<file path="src/rtl/bingo_map_builder.sv">
// Board-entry stage: collects 25 two-digit numbers from the keypad and
// packs the accepted, distinct 1..25 values into the board map.
module bingo_map_builder #(
    parameter int CELLS = 25
) (
    input  logic                 clk,
    input  logic                 rst,
    input  logic                 sel_start,
    input  logic [3:0]           one_num,
    input  logic                 enter_pulse,
    output logic [5*CELLS-1:0]   map,
    output logic [4:0]           cell_idx,
    output logic                 tens_held,
    output logic                 sel_err,
    output logic                 sel_done
);

    typedef enum logic [2:0] {
        IDLE,
        TENS,
        UNITS,
        CHECK,
        DONE
    } state_t;

    state_t             state_q;
    logic [5*CELLS-1:0] map_q;
    logic [CELLS-1:0]   used_q;
    logic [4:0]         cell_idx_q;
    logic [3:0]         tens_q;
    logic [6:0]         num_q;
    logic               tens_held_q;
    logic               sel_err_q;
    logic               sel_done_q;

    logic [6:0]         num_d;
    logic [4:0]         used_idx;
    logic [31:0]        used_ext;
    logic               in_range;
    logic               num_ok;
    logic               digit_ok;

    always_comb begin
        num_d    = {3'b000, tens_q} * 7'd10 + {3'b000, one_num};
        digit_ok = (one_num <= 4'd9);
        used_idx = num_q[4:0] - 5'd1;
        // Padded so an out-of-range number never indexes past the mask
        used_ext = {{(32 - CELLS){1'b0}}, used_q};
        in_range = (num_q >= 7'd1) && (num_q <= 7'(CELLS));
        num_ok   = in_range && !used_ext[used_idx];
    end

    always_ff @(posedge clk) begin
        if (rst) begin
            state_q     <= IDLE;
            map_q       <= '0;
            used_q      <= '0;
            cell_idx_q  <= '0;
            tens_q      <= '0;
            num_q       <= '0;
            tens_held_q <= 1'b0;
            sel_err_q   <= 1'b0;
            sel_done_q  <= 1'b0;
        end else begin
            sel_err_q <= 1'b0;
            if (sel_start) begin
                map_q       <= '0;
                used_q      <= '0;
                cell_idx_q  <= '0;
                tens_q      <= '0;
                tens_held_q <= 1'b0;
                sel_done_q  <= 1'b0;
                state_q     <= TENS;
            end else begin
                unique case (state_q)
                    TENS: begin
                        if (enter_pulse) begin
                            if (digit_ok) begin
                                tens_q      <= one_num;
                                tens_held_q <= 1'b1;
                                state_q     <= UNITS;
                            end else begin
                                sel_err_q <= 1'b1;
                            end
                        end
                    end
                    UNITS: begin
                        if (enter_pulse) begin
                            if (digit_ok) begin
                                num_q       <= num_d;
                                tens_held_q <= 1'b0;
                                state_q     <= CHECK;
                            end else begin
                                sel_err_q <= 1'b1;
                            end
                        end
                    end
                    CHECK: begin
                        if (num_ok) begin
                            map_q[5*int'(cell_idx_q) +: 5] <= num_q[4:0];
                            used_q[used_idx] <= 1'b1;
                            cell_idx_q       <= cell_idx_q + 5'd1;
                            if (cell_idx_q == 5'(CELLS - 1)) begin
                                sel_done_q <= 1'b1;
                                state_q    <= DONE;
                            end else begin
                                state_q <= TENS;
                            end
                        end else begin
                            sel_err_q <= 1'b1;
                            state_q   <= TENS;
                        end
                    end
                    IDLE, DONE: begin
                        state_q <= state_q;
                    end
                    default: begin
                        state_q <= IDLE;
                    end
                endcase
            end
        end
    end

    assign map       = map_q;
    assign cell_idx  = cell_idx_q;
    assign tens_held = tens_held_q;
    assign sel_err   = sel_err_q;
    assign sel_done  = sel_done_q;

endmodule

</file>
<file path="config.mk">
export PLATFORM = sky130hd
export DESIGN_NAME = bingo_map_builder
export DESIGN_NICKNAME = d
export VERILOG_FILES = /design/src/rtl/bingo_map_builder.sv
export SDC_FILE = /design/constraint.sdc
export NUM_CORES = 1
export LEC_CHECK = 0
export CELL_PAD_IN_SITES_DETAIL_PLACEMENT = 0
export CELL_PAD_IN_SITES_GLOBAL_PLACEMENT = 1
export CORE_MARGIN = 2
export CORE_UTILIZATION = 36
export DETAILED_ROUTE_END_ITERATION = 10
export GPL_TIMING_DRIVEN = 0
export PLACE_DENSITY = 0.8
export SYNTH_ARGS = -nofsm -noshare
export SYNTH_HDL_FRONTEND = slang
export SYNTH_SLANG_ARGS = --single-unit
</file>
<file path="constraint.sdc">
create_clock -name clk -period 3.5 [get_ports clk]
set_input_delay 0.525 -clock clk [delete_from_list [all_inputs] [get_ports clk]]
set_output_delay 0.525 -clock clk [all_outputs]
set_load 0.005 [all_outputs]
</file>
After elaboration in Yosys (flattened, before gate mapping)
Index checks and enable logic that the tools add are counted.
- output and inout port bits: 133
- register bits after elaboration: 172
- input port bits: 8
- $add $sub $neg: 4
- multiply operators: 2
- reduce and logical (&&, ||, !) cells: 16
- shifts and indexed selects: 2
- bitwise operators: 3
- muxes and demuxes: 22
- equal/unequal tests: 14
- magnitude comparators: 5
- operators by type and width (kind ; count):
    $bwmux 125 ; 1
    $shift 5x33->125 const A ; 1
    $shiftx 5x33->125 ; 1
    $neg 8->33 ; 1
    $or 25x25->25 ; 1
    $mux 3 ; 6
    $reduce_and 5->1 ; 3
    $ne 3x3->1 const B ; 4
    $pmux 3 s4 ; 1
    $mux 1 ; 10
    $ne 2x2->1 const B ; 5
    $mul 3x5->8 const A ; 1
    $add 7x4->7 ; 1
    $ge 7x1->1 const B ; 1
    $le 7x5->1 const B ; 1
    $eq 3x2->1 const B ; 2
    $lt 5x6->1 const B ; 1
    $mul 4x3->6 const B ; 1
    $reduce_and 3->1 ; 2
    $reduce_or 2->1 ; 3
    $add 5x1->5 const B ; 1
    $bmux 1 s5 ; 1
    $demux 1 s5 ; 1
    $eq 5x5->1 const B ; 1
    other kinds (13) ; 17

Logic depth before layout (Yosys ltp)
- word-level depth: 8
- mapped depth: 14
- mapped depth without buffers: 9

Least setup slack after synthesis
No wires, ideal clock.
- path kind: flip-flop to flip-flop
- from: reg num_q[0]
- to: reg map_q[0], in the netlist map[0]
- stages on the path, launching flop included: 15
- data arrival time: 3.273 ns
- setup slack: 0.099 ns
- clock period less this slack: 3.401 ns
- path buffers: 6
- cell sequence: dfxtp_1 -> buf_6 -> buf_6 -> clkbuf_1 -> inv_1 -> ha_1 -> buf_2 -> mux4_2 -> mux2_2 -> o31ai_2 -> and3_1 -> buf_2 -> buf_2 -> nand3_1 -> mux2i_1
- cells in the longest elaborated chain, start to end: 6
- elaborated cells between the ends (all ways): 11
- classes of those cells: add/sub: 1; order compare: 2; shift: 1; mux: 3; reduce/logical: 4
- ends and longest elaborated chain (what ; RTL line ; text):
    from (decl) ; 31 ; logic [6:0] num_q;
    from (signal assigned) ; 90 ; num_q <= num_d;
    $sub 5x1->5 ; 46 ; used_idx = num_q[4:0] - 5'd1;
    $bmux 1 s5 ; 50 ; num_ok = in_range && !used_ext[used_idx];
    $mux 1 (not written as such) ; 50 ;
    $logic_not 1->1 ; 50 ;
    $logic_and 1x1->1 ; 50 ;
    $reduce_and 2->1 (no line) ; -- ;
    to (signal, indexed assignment) ; 100 ; map_q[5*int'(cell_idx_q) +: 5] <= num_q[4:0];
    to (decl) ; 27 ; logic [5*CELLS-1:0] map_q;
Parallel ways exist; a longest one is shown, timed or not. The select of a mux whose other input is x is not followed.
A chain may end at the register's enable or synchronous reset.

Worst setup path after layout
- from: reg num_q[0]
- to: reg map_q[81], in the netlist map[81]
Same word-level chain as after synthesis.

==> results_dict.tcl <==
set metrics [dict create \
    synth_xor_area_frac 0.00995 \
    whs_ns 0.445 \
    p_leak_nw 4.23 \
    drc 0 \
    drive_gt1_frac 0.119 \
    layout_setup_ws_ns 0.121 \
    die_x_um 152 \
    yosys.area.top_type_share 0.435 \
    die_height_um 152 \
    antenna_cells 0 \
    dr.pass1.iters 5 \
    fillerInstances 2066 \
    synth_compound_area_frac 0.0663 \
    netlist_top_cells_count "nand2_1 (176), dfxtp_1 (172), mux2i_1 (133)" \
    finalNonFillerCells 1306 \
    peakVddDrop_v 0.000311 \
    syn_to_final_growth_pct 34.0 \
    syn_area_um2 7920 \
    max_freq_mhz 296 \
    critPathLaunchType "flip-flop" \
    root_buffer "clkbuf_16" \
    netlist.top_cell.by_area "dfxtp_1" \
    finalPower_mw 3.93 \
    clockBufferDepth 2 \
    min_path_type "reg2reg" \
    place_ws_ns -0.881 \
    io_pins 141 \
    power_density_nw_per_um2 370 \
    gp_congestion 0.880 \
    dp_cells 1264 \
    synth_mux_area_frac 0.190 \
    synth.most_common_cell "nand2_1" \
    synth_cell_types 65 \
    antenna_found_initial 0 \
    fin_crit_ns 3.38 \
    synthAdderAreaFrac 0.0287 \
    core.rowCount 54 \
    synth-simple-area-share 0.225 \
    crit_path_end_kind "flip-flop" \
    worstSkewPairLatency_ns 0.43 \
    syn_inst 844 \
    ys_seq_area_frac 0.435 \
    relSlewSlack 0.412 \
    start_util 0.365 \
    worstSetupPathType "reg2reg" \
    min_period_over_period 0.965 \
    avgSynthCellArea_um2 9.39 \
    hold_viol 0 \
    cts_sinks 172 \
    tritoncts "built" \
    die_area_um2 23200 \
    port_buffers 140 \
    fin_skew_ns 0.0112 \
    viasPerCell 5.08 \
    cts-buffers-inserted 17 \
    synth_seq_cells 172 \
    via_count 6628 \
    drv_slew 0 \
    core_um2 21700 \
    dp_hpwl_mm 16.5 \
    path_clk_slew_ns 0.07 \
    grt_overflow 0 \
    drt_wl_total_mm 22.6 \
    grt_usage 0.194 \
    maxCapViolations 0 \
    synth_nets 869 \
    path_max_fanout 10 \
    yosysWarningCount 0 \
    grt_pass1_wl_mm 35.9 \
    h-tree-depth 4 \
    wl_per_cell_um 17.3 \
    ys_top_cells_by_area "dfxtp_1 (43%), mux2i_1 (17%), nand2_1 (8.3%)" \
    grt_pass1_vias 6601 \
    outcome "completed" \
    synth-edff-count 0 \
    tightest_slew_ns 0.875 \
    nets 1038 \
    synth_top_family_by_area "simple AND/OR/NAND/NOR gates" \
    drt_iter0_drc 384 \
    required_ns 3.85 \
    grt_max_degree 17 \
    setup_viol 0 \
    async_flop_share 0 \
    arrival_ns 3.73 \
    ys_dominant_reg_cell "dfxtp_1" \
    antenna_left 0 \
]
## critical path, stage by stage, from the launching register on
cell	delay [ns]
dfxtp_4	0.37
buf_8	0.14
buf_8	0.12
clkbuf_16	0.16
inv_1	0.06
ha_1	0.28
buf_6	0.14
mux4_2	0.50
mux2_2	0.32
o31ai_4	0.11
nand3_4	0.20
buf_4	0.22
nor4_4	0.29
buf_6	0.18
mux2i_1	0.19
## logic make-up (layout without fill, tap and decap cells)
family | Yosys count | in the layout
flops | 172 | 172
compound gates | 74 | 74
xor+xnor | 9 | 9
mux | 142 | 142
simple gates | 345 | 346
fa+ha+maj | 17 | 17
buf+inv | 85 | 266
## sequential cells by signal (all words and copies together), names as in the netlist
signal and cells:
used_q 25, cell_idx 5, map 125, sel_done 1, sel_err 1, tens_held 1
num_q 7, tens_q 4, state_q 3
## stage by stage
step | setup TNS [ns] | util | area [um2]
3_5_place_dp | -113.36 | 0.446 | 9670
4_1_cts | -0.169 | 0.483 | 10500
3_3_place_gp | -115.50 | 0.446 | 9670
6_report | 0 | 0.490 | 10600
2_1_floorplan | 0 | - | 7920
5_1_grt | -0.143 | 0.490 | 10600
## layer usage
metal	vias to the layer above	wire, um	GRT usage
met5	-	0	0
met4	0	527	0.0712
met3	30	1350	0.0424
met2	208	9920	0.301
met1	3114	10800	0.267
li1	3276	-	-
## repair_timing
action / in CTS / in global routing
setup buffers: 7 / 5
hold endpoints to repair: 0 / 0
pin swaps: 6 / 3
endpoints found under the setup margin: 159 / 146
gates cloned: 0 / 2
hold buffers: 0 / 0
gates resized for setup: 37 / 19
## placed cells by master (no fill, tap or decap), types with 4 or more instances in the layout
cell / netlist / final
clkbuf_16: 0 / 19
ha_1: 15 / 15
buf_4: 2 / 12
nor2b_1: 6 / 6
inv_1: 24 / 24
xnor2_1: 5 / 4
a21oi_1: 18 / 17
nand2_1: 176 / 176
o21ai_0: 7 / 7
mux2i_1: 133 / 133
nand3_1: 33 / 32
a31oi_1: 4 / 4
dfxtp_1: 172 / 170
clkdlybuf4s50_1: 0 / 140
or2_2: 4 / 4
mux4_2: 6 / 6
nand4_1: 11 / 11
inv_6: 0 / 4
nor3_1: 11 / 11
nor4_1: 17 / 11
nand4_4: 0 / 6
or4_4: 0 / 4
nor4_2: 1 / 7
buf_6: 2 / 4
nor4_4: 8 / 8
nor2_1: 42 / 42
o21a_1: 17 / 17
clkbuf_8: 0 / 4
buf_2: 13 / 8
clkbuf_1: 40 / 37
nand2b_1: 6 / 6
## area by class of cell
type | count | area [um2] | share of cell area
Clock inverter | 11 | 108 | 0.0101
Multi-Input combinational cell | 588 | 4300 | 0.405
Tap cell | 280 | 350 | 0.0330
Clock buffer | 21 | 470 | 0.0443
Buffer | 57 | 327 | 0.0307
Timing Repair Buffer | 153 | 1530 | 0.144
Inverter | 24 | 90.1 | 0.00848
Sequential cell | 172 | 3450 | 0.325
## where the power goes
part | total (mW) | internal (mW) | leakage (nW) | switching (mW)
sequential | 1.96 | 1.96 | 1.39 | 0.00300
clock | 1.86 | 1.05 | 0.281 | 0.817
combinational | 0.101 | 0.0292 | 2.56 | 0.0717
total | 3.93 | 3.03 | 4.23 | 0.892
## worst paths after layout
check | slack [ns] | startpoint | end | depth (start not counted)
worst max-delay path | 0.12 | num_q[0] | map[81] | 14
worst min-delay path | 0.44 | used_q[1] | used_q[1] | 2
worst min register to register | 0.44 | used_q[1] | used_q[1] | 2
worst max register to register | 0.12 | num_q[0] | map[81] | 14
(Power assumes the default switching activity.)
